[src/rtl/serial_add32_ctrl.sv]
`default_nettype none
// ============================================================================
// Module      : serial_add32_ctrl
// Description : Bit-serial adder/subtractor. One full-adder cell processes
//               one operand bit per clock, LSB first. Subtraction is A + ~B + 1.
//               The result and the flags are registered and change only when
//               an operation completes, or at reset.
// Ports       : clk        - clock, rising edge
//               rst        - synchronous active-high reset
//               start      - begin operation (accepted in IDLE or DONE)
//               sub        - 0 = a+b, 1 = a-b (sampled with start)
//               a, b       - operands (sampled with start)
//               sum        - registered result
//               cout       - carry out (not-borrow when subtracting)
//               ovf        - signed overflow
//               zero       - result == 0
//               busy       - high while bits are being processed
//               done       - one-cycle completion pulse
// Revision    : 1.0 - initial release
// ============================================================================
module serial_add32_ctrl #(
    parameter int WIDTH = 32
) (
    input  logic             clk,
    input  logic             rst,
    input  logic             start,
    input  logic             sub,
    input  logic [WIDTH-1:0] a,
    input  logic [WIDTH-1:0] b,
    output logic [WIDTH-1:0] sum,
    output logic             cout,
    output logic             ovf,
    output logic             zero,
    output logic             busy,
    output logic             done
);

    localparam int            CW       = (WIDTH > 1) ? $clog2(WIDTH) : 1;
    localparam logic [CW-1:0] LAST_CNT = CW'(WIDTH - 1);

    localparam logic [1:0] S_IDLE = 2'd0;
    localparam logic [1:0] S_RUN  = 2'd1;
    localparam logic [1:0] S_DONE = 2'd2;

    logic [1:0]       state_q, state_d;
    logic [WIDTH-1:0] a_q, a_d;
    logic [WIDTH-1:0] b_q, b_d;
    logic [WIDTH-1:0] res_q, res_d;
    logic             carry_q, carry_d;
    logic [CW-1:0]    cnt_q, cnt_d;
    logic [WIDTH-1:0] sum_q, sum_d;
    logic             cout_q, cout_d;
    logic             ovf_q, ovf_d;
    logic             zero_q, zero_d;

    logic accept;
    logic last_bit;
    logic bit_s;
    logic bit_c;

    // start is only honoured when no operation is in flight
    assign accept   = start && ((state_q == S_IDLE) || (state_q == S_DONE));
    assign last_bit = (state_q == S_RUN) && (cnt_q == LAST_CNT);

    // single full-adder cell on the current LSBs
    assign bit_s = a_q[0] ^ b_q[0] ^ carry_q;
    assign bit_c = (a_q[0] & b_q[0]) | (carry_q & (a_q[0] ^ b_q[0]));

    // ---------------- FSM: state register ----------------
    always_ff @(posedge clk) begin
        if (rst) begin
            state_q <= S_IDLE;
        end else begin
            state_q <= state_d;
        end
    end

    // ---------------- FSM: next-state logic ----------------
    always_comb begin
        state_d = state_q;
        case (state_q)
            S_IDLE:  if (accept)   state_d = S_RUN;
            S_RUN:   if (last_bit) state_d = S_DONE;
            S_DONE:  state_d = accept ? S_RUN : S_IDLE;
            default: state_d = S_IDLE;
        endcase
    end

    // ---------------- FSM: output logic ----------------
    always_comb begin
        busy = 1'b0;
        done = 1'b0;
        case (state_q)
            S_RUN:   busy = 1'b1;
            S_DONE:  done = 1'b1;
            default: ;
        endcase
    end

    // ---------------- datapath next-state ----------------
    always_comb begin
        a_d     = a_q;
        b_d     = b_q;
        res_d   = res_q;
        carry_d = carry_q;
        cnt_d   = cnt_q;
        sum_d   = sum_q;
        cout_d  = cout_q;
        ovf_d   = ovf_q;
        zero_d  = zero_q;
        if (accept) begin
            a_d     = a;
            b_d     = sub ? ~b : b;
            res_d   = '0;
            carry_d = sub;      // the +1 of two's-complement subtraction
            cnt_d   = '0;
        end else if (state_q == S_RUN) begin
            a_d     = a_q >> 1;
            b_d     = b_q >> 1;
            res_d   = {bit_s, res_q[WIDTH-1:1]};
            carry_d = bit_c;
            if (last_bit) begin
                // carry_q is the carry into the MSB on this final bit
                sum_d  = res_d;
                cout_d = bit_c;
                ovf_d  = carry_q ^ bit_c;
                zero_d = (res_d == '0);
            end else begin
                cnt_d = cnt_q + CW'(1);
            end
        end
    end

    // ---------------- datapath registers ----------------
    always_ff @(posedge clk) begin
        if (rst) begin
            a_q     <= '0;
            b_q     <= '0;
            res_q   <= '0;
            carry_q <= 1'b0;
            cnt_q   <= '0;
            sum_q   <= '0;
            cout_q  <= 1'b0;
            ovf_q   <= 1'b0;
            zero_q  <= 1'b0;
        end else begin
            a_q     <= a_d;
            b_q     <= b_d;
            res_q   <= res_d;
            carry_q <= carry_d;
            cnt_q   <= cnt_d;
            sum_q   <= sum_d;
            cout_q  <= cout_d;
            ovf_q   <= ovf_d;
            zero_q  <= zero_d;
        end
    end

    assign sum  = sum_q;
    assign cout = cout_q;
    assign ovf  = ovf_q;
    assign zero = zero_q;

endmodule
`default_nettype wire

[config.mk]
export PLATFORM = sky130hd
export DESIGN_NAME = serial_add32_ctrl
export DESIGN_NICKNAME = d
export VERILOG_FILES = /design/src/rtl/serial_add32_ctrl.sv
export SDC_FILE = /design/constraint.sdc
export NUM_CORES = 1
export LEC_CHECK = 0
export ABC_AREA = 1
export CORE_AREA = 4 4 126 128
export DETAILED_ROUTE_END_ITERATION = 6
export DIE_AREA = 0 0 130 132
export PLACE_DENSITY = 0.59
export SYNTH_ARGS = -nofsm -noshare
export SYNTH_HDL_FRONTEND = slang
export SYNTH_SLANG_ARGS = --single-unit
[constraint.sdc]
create_clock -name clk -period 3.4 [get_ports clk]
set_clock_uncertainty 0.2 [all_clocks]
set_input_delay 0.85 -clock clk [delete_from_list [all_inputs] [get_ports clk]]
set_output_delay 0.85 -clock clk [all_outputs]
set_load 0.02 [all_outputs]
==> results of run 1 <==
-- per-layer routing --
layer  track usage, %  routed length, microns  vias up
met3             3.40                     674       16
met1             21.1                    6390     2245
met5                0                       0        -
met4             5.95                     212        0
met2             25.6                    6260      115
li1                 -                       -     2478
-- tightest hold or removal path, cell delays in order (launching register included) --
cell and delay (ns):
dfxtp_1 0.30, nand2_1 0.06, a21oi_1 0.05
-- power breakdown --
part / leakage [nW] / internal [W] / switching, W / total (W)
Clock: 0.337 / 0.00146 / 0.000676 / 0.00213
Sequential: 1.13 / 0.00171 / 0.0000453 / 0.00176
Combinational: 1.24 / 0.000181 / 0.000246 / 0.000427
Total: 2.70 / 0.00335 / 0.000967 / 0.00432
-- registers in the layout, summed over array words and instances, names as in the netlist --
register  count
a_q          32
b_q          32
carry_q       1
cnt_q         5
cout          1
ovf           1
res_q        31
state_q       2
sum          32
zero          1
-- worst min-delay path by stage --
stage / from / endpoint / slack (ns) / cells after the start
floorplan: a_q[1] / a_q[0] / 0.24 / 2
global placement: cnt_q[3] / cnt_q[3] / 0.25 / 2
detailed placement: sum[4] / sum[4] / 0.26 / 2
CTS: sum[4] / sum[4] / 0.26 / 2
global route: sum[4] / sum[4] / 0.28 / 2
finish: sum[4] / sum[4] / 0.26 / 2
-- cell usage after synthesis --
cell type	instances	share of area [%]
a211oi_1	3	0.41
a21oi_1	60	5.4
a221oi_1	26	4.1
a31oi_1	30	3.4
buf_1	1	0.068
buf_2	20	1.8
buf_4	8	1.1
clkbuf_1	21	1.4
dfxtp_1	138	50
fa_1	1	0.36
ha_1	2	0.45
inv_1	56	3.8
inv_2	3	0.20
inv_4	1	0.11
nand2_1	150	10
nand2_2	2	0.23
nand2_4	1	0.20
nand3_1	16	1.4
nand3_2	1	0.18
nor2_1	35	2.4
nor3_1	7	0.63
o211ai_1	1	0.14
o21a_1	1	0.14
o21ai_0	74	6.7
o21ai_1	6	0.54
xnor2_1	2	0.32
xor2_1	30	4.7
-- metrics by stage --
step	power [W]	util [%]	instance area [sq um]	hold WS (ns)
after CTS	0.00436	49.4	7350	0.265
final	0.00432	49.4	7350	0.261
after global placement	0.00221	44.7	6650	0.253
after global routing	0.00449	49.4	7350	0.282
after detailed placement	0.00222	44.7	6650	0.256
after floorplan	0.00207	-	5560	0.236
-- layout make-up --
| class | instances | area (sq um) |
|---|---|---|
| fill | 1462 | 7520 |
| sequential | 138 | 2760 |
| multi-input combinational | 448 | 2320 |
| timing repair buffer | 112 | 1100 |
| clock buffer | 22 | 484 |
| tap | 188 | 235 |
| inverter | 60 | 228 |
| clock inverter | 10 | 210 |
-- cell families (layout without fill, tap and decap cells) --
group           count (synthesis)  count (layout)
compound gates                201             201
xor+xnor                       32              32
fa+ha+maj                       3               3
buf+inv                       110             204
flops                         138             138
simple gates                  212             212
==> metrics.yaml, run 1 <==
die_x_microns: 130
arrival_ns: 1.68
postCtsHoldBufs: 0
grtUsageTotal_pct: 16.0
final-setup-viol-count: 0
p_leak_nw: 2.70
worstPathCellList: "inv_1 -> nor2_1 -> clkdlybuf4s50_1"
h-tree-depth: 4
yosys-mux-area-fraction_pct: 0
antenna_found_initial: 0
path_class: "register to primary output"
cts_buffers: 17
timing.hold.worst.class: "register to register"
synthSimpleGateAreaFrac_pct: 15.2
instances_no_fill: 978
crit_end: "done"
cp-end-kind: "primary output"
fp.dieArea_sq_um: 17200
fin_ws_ns: 0.666
vias: 4854
ys_types: 27
detail_route.wl_per_cell_microns: 13.8
layout.cells.most_common_list: "150 x nand2_1, 138 x dfxtp_1, 102 x clkdlybuf4s50_1"
crit_path_start: "state_q[1]"
crit_family: "buffers and inverters"
power_density_nw_per_um2: 588
synthXorXnorAreaFrac_pct: 5.05
max_stage_delay_ns: 0.66
drt-pass1-iter-count: 5
grt_pass1_wl_mm: 22.4
post_cts_buffers: 0
max_slew.worst_pin.slew_ns: 0.870
num_rows: 45
n_antenna_cell: 0
die_h_microns: 132
cts_buffer_depth: 2
syn_area_sq_um: 5560
via_per_inst: 4.96
gp_congestion: 0.763
path_max_fanout: 3
clk_latency_ns: 0.41
path_buf_inv: 2
layout_commonest_cell: "nand2_1"
timing.final.hold_violations: 0
maxSlewViolCount: 0
reg2regPathDepth: 8
period_needed_ns: 2.73
avgSynthCellArea_sq_um: 7.98
setup_tns_ns: 0
portBuffers: 104
initial_utilization_pct: 37.4
cts_tree: "yes"
ys_seq_elements: 138
synth_top_family_by_area: "compound AO/OA/AOI/OAI gates"
slew_headroom_pct: 42.0
coreArea_sq_um: 14900
post-dp-hpwl_mm: 8.98
r2r_end: "sum[28]"
route.detailed.drc: 0
drt_iter0_drc: 268
cts_sinks: 138
status: "completed"
grt_start_max_net_pins: 88
drv_cap: 0
syn_inst: 696
clk_pin_slew_worst_paths_ns: 0.06
preCtsSetupSlack_ns: 0.746
cp.required_ns: 2.35
wirelength_mm: 13.5
critical_path_depth: 3
antenna_left: 0
synthAdderAreaFrac_pct: 0.811
max_freq_mhz: 366
syn2layout_area_growth_pct: 32.2
r2r_slack_ns: 0.76
cts_resized: 0
cpMaxStageDelayCell: "clkdlybuf4s50_1"
synth_compound_area_share_pct: 20.8
drive_gt1_share_pct: 6.20
grt_overflow_total: 0
peakVddDrop_mv: 0.356
cts_root_buf: "clkbuf_16"
nets: 848
synth.yosys.seq_area_share_pct: 49.7
fin_crit_sh_pct: 80.4
ys_warn_count: 0
start_kind: "register"
place_inst: 946
rsz0062_at_grt: "false"
grt_pass1_vias: 4780
io_pins: 105
syn_nets: 767
r2r-start: "cnt_q[0]"
No activity file was read; power rests on OpenSTA's default activity.
==> run 2, diff against run 1 <==
PLACE_DENSITY = 0.61   (was 0.59)
clock period = 2.5 ns   (was 3.4 ns; I/O delays follow)
==> metrics.yaml, run 2 (synthesis gave the netlist of run 1 again) <==
pwr-share-seq_pct: 44.4  # +3.7 points
cp.required_ns: 1.67  # -0.68 ns
p_leak_nw: 2.72  # +0.76%
grt_start_max_net_pins: 88  # unchanged
power_density_nw_per_um2: 737  # +25%
path_max_fanout: 2  # -1
postCtsHoldBufs: 0  # unchanged
max_stage_delay_ns: 0.62  # -0.04 ns
die_x_microns: 130  # unchanged
syn2layout_area_growth_pct: 31.6
grtUsageTotal_pct: 16.1  # +0.12 points
status: "completed"
slew_headroom_pct: 43.4  # +1.5 points
cts_buffers: 17  # unchanged
pwr-share-clk_pct: 44.5  # -4.9 points
timing.hold.worst.class: "register to register"
path_class: "register to primary output"
multi_input_area_sq_um: 2320  # unchanged
maxSlewViolCount: 0  # unchanged
vias: 4804  # -1.0%
antenna_found_initial: 0  # unchanged
grt_pass1_vias: 4768  # -0.25%
max_slew.worst_pin.slew_ns: 0.848  # -0.0218 ns
peakVddDrop_mv: 0.549  # +54%
grt_overflow_total: 0  # unchanged
rsz0062_at_grt: "false"
path_buf_inv: 1  # -1
drt_iter0_drc: 368  # +37%
drv_cap: 0  # unchanged
hold_depth: 2  # unchanged
portBuffers: 104  # unchanged
period_needed_ns: 2.22
gp_congestion: 0.782  # +2.4%
swShare_pct: 23.5  # +1.1 points
grt_pass1_wl_mm: 22.4  # about the same
route.detailed.drc: 0  # unchanged
layout.cells.most_common_list: "150 x nand2_1, 138 x dfxtp_1, 100 x clkdlybuf4s50_1"
via_per_inst: 4.88  # -1.6%
fp.dieArea_sq_um: 17200  # unchanged
switchingPower_w: 0.00126  # +31%
post-dp-hpwl_mm: 9.11  # +1.5%
h-tree-depth: 4  # unchanged
clk_pin_slew_worst_paths_ns: 0.05  # about the same
cpMaxStageDelayCell: "clkdlybuf4s50_1"
cts_buffer_depth: 2  # unchanged
wirelength_mm: 13.4  # -1.4%
arrival_ns: 1.40  # -0.28 ns
setup_tns_ns: 0  # unchanged
final-setup-viol-count: 0  # unchanged
cp-end-kind: "primary output"
n_antenna_cell: 0  # unchanged
detail_route.wl_per_cell_microns: 13.6  # -2.0%
combPwrFrac_pct: 11.1  # +1.2 points
max_freq_mhz: 450
seqCellArea_sq_um: 2760  # unchanged
p_int_w: 0.00412  # +23%
clk_latency_ns: 0.40  # about the same
timing.final.hold_violations: 0  # unchanged
reg2regPathDepth: 10  # +2
io_pins: 105  # unchanged
nets: 856  # +0.94%
critical_path_depth: 1  # -2
layout_commonest_cell: "nand2_1"
num_rows: 45  # unchanged
whs_ns: 0.263  # +0.00151 ns
fin_crit_sh_pct: 89.0
coreArea_sq_um: 14900  # unchanged
antenna_left: 0  # unchanged
drt-pass1-iter-count: 4  # -1
die_h_microns: 132  # unchanged
n_fill_cell: 1431  # -2.1%
cts_sinks: 138  # unchanged
worstPathCellList: "clkdlybuf4s50_1"
start_kind: "register"
cts_root_buf: "clkbuf_16"
initial_utilization_pct: 37.4  # unchanged
crit_family: "buffers and inverters"
drive_gt1_share_pct: 6.78  # +0.58 points
post_cts_buffers: 0  # unchanged
cts_tree: "yes"
==> run 2: final timing paths <==
| kind | start | slack, ns | to |
|---|---|---|---|
| worst min-delay path | a_q[25] | 0.26 | a_q[25] |
| worst max-delay path | cout | 0.28 | cout |
| worst max register to register | cnt_q[0] | 0.40 | sum[28] |
| worst min register to register | a_q[25] | 0.26 | a_q[25] |
==> run 2: what timing repair did <==
item,in CTS,in global routing
endpoints found under the setup margin,0,2
endpoints found under the hold margin,0,0
resized for setup,0,2
==> run 2: power by group through the flow <==
stage / combinational, W / clock (W) / sequential (W)
after floorplan: 0.000396 / 0 / 0.00242
after global placement: 0.000586 / 0 / 0.00243
after detailed placement: 0.000599 / 0 / 0.00244
after CTS: 0.000602 / 0.00245 / 0.00239
after global routing: 0.000677 / 0.00255 / 0.00240
final: 0.000595 / 0.00240 / 0.00239
==> run 2: per-layer routing <==
metal	vias to the layer above	wire (microns)	part of all wire, %	track usage (%)
met4	0	182	1.4	5.95
li1	2495	-	-	-
met3	17	587	4.4	3.61
met2	98	6240	47	26.0
met1	2194	6340	47	20.9
met5	-	0	0	0
==> run 2: area by class of cell <==
class                   count  area share (%)
well taps                 188            3.22
clock inverters             8            1.30
flip-flops and latches    138            37.8
repair buffers            120            16.3
clock buffers              22            6.49
multi-input cells         448            31.8
inverters                  60            3.11
==> run 2: metrics by stage <==
| stage | total power (W) | area (sq um) | cells | worst slack (ns) | utilization [%] |
|---|---|---|---|---|---|
| global route | 0.00563 | 7310 | 984 | 0.161 | 49.2 |
| finish | 0.00538 | 7310 | 984 | 0.276 | 49.2 |
| CTS | 0.00545 | 7310 | 984 | 0.0152 | 49.1 |
| detailed placement | 0.00304 | 6740 | 954 | 0.234 | 45.3 |
| global placement | 0.00302 | 6740 | 954 | 0.260 | 45.3 |
| floorplan | 0.00282 | 5560 | 696 | 0.713 | - |
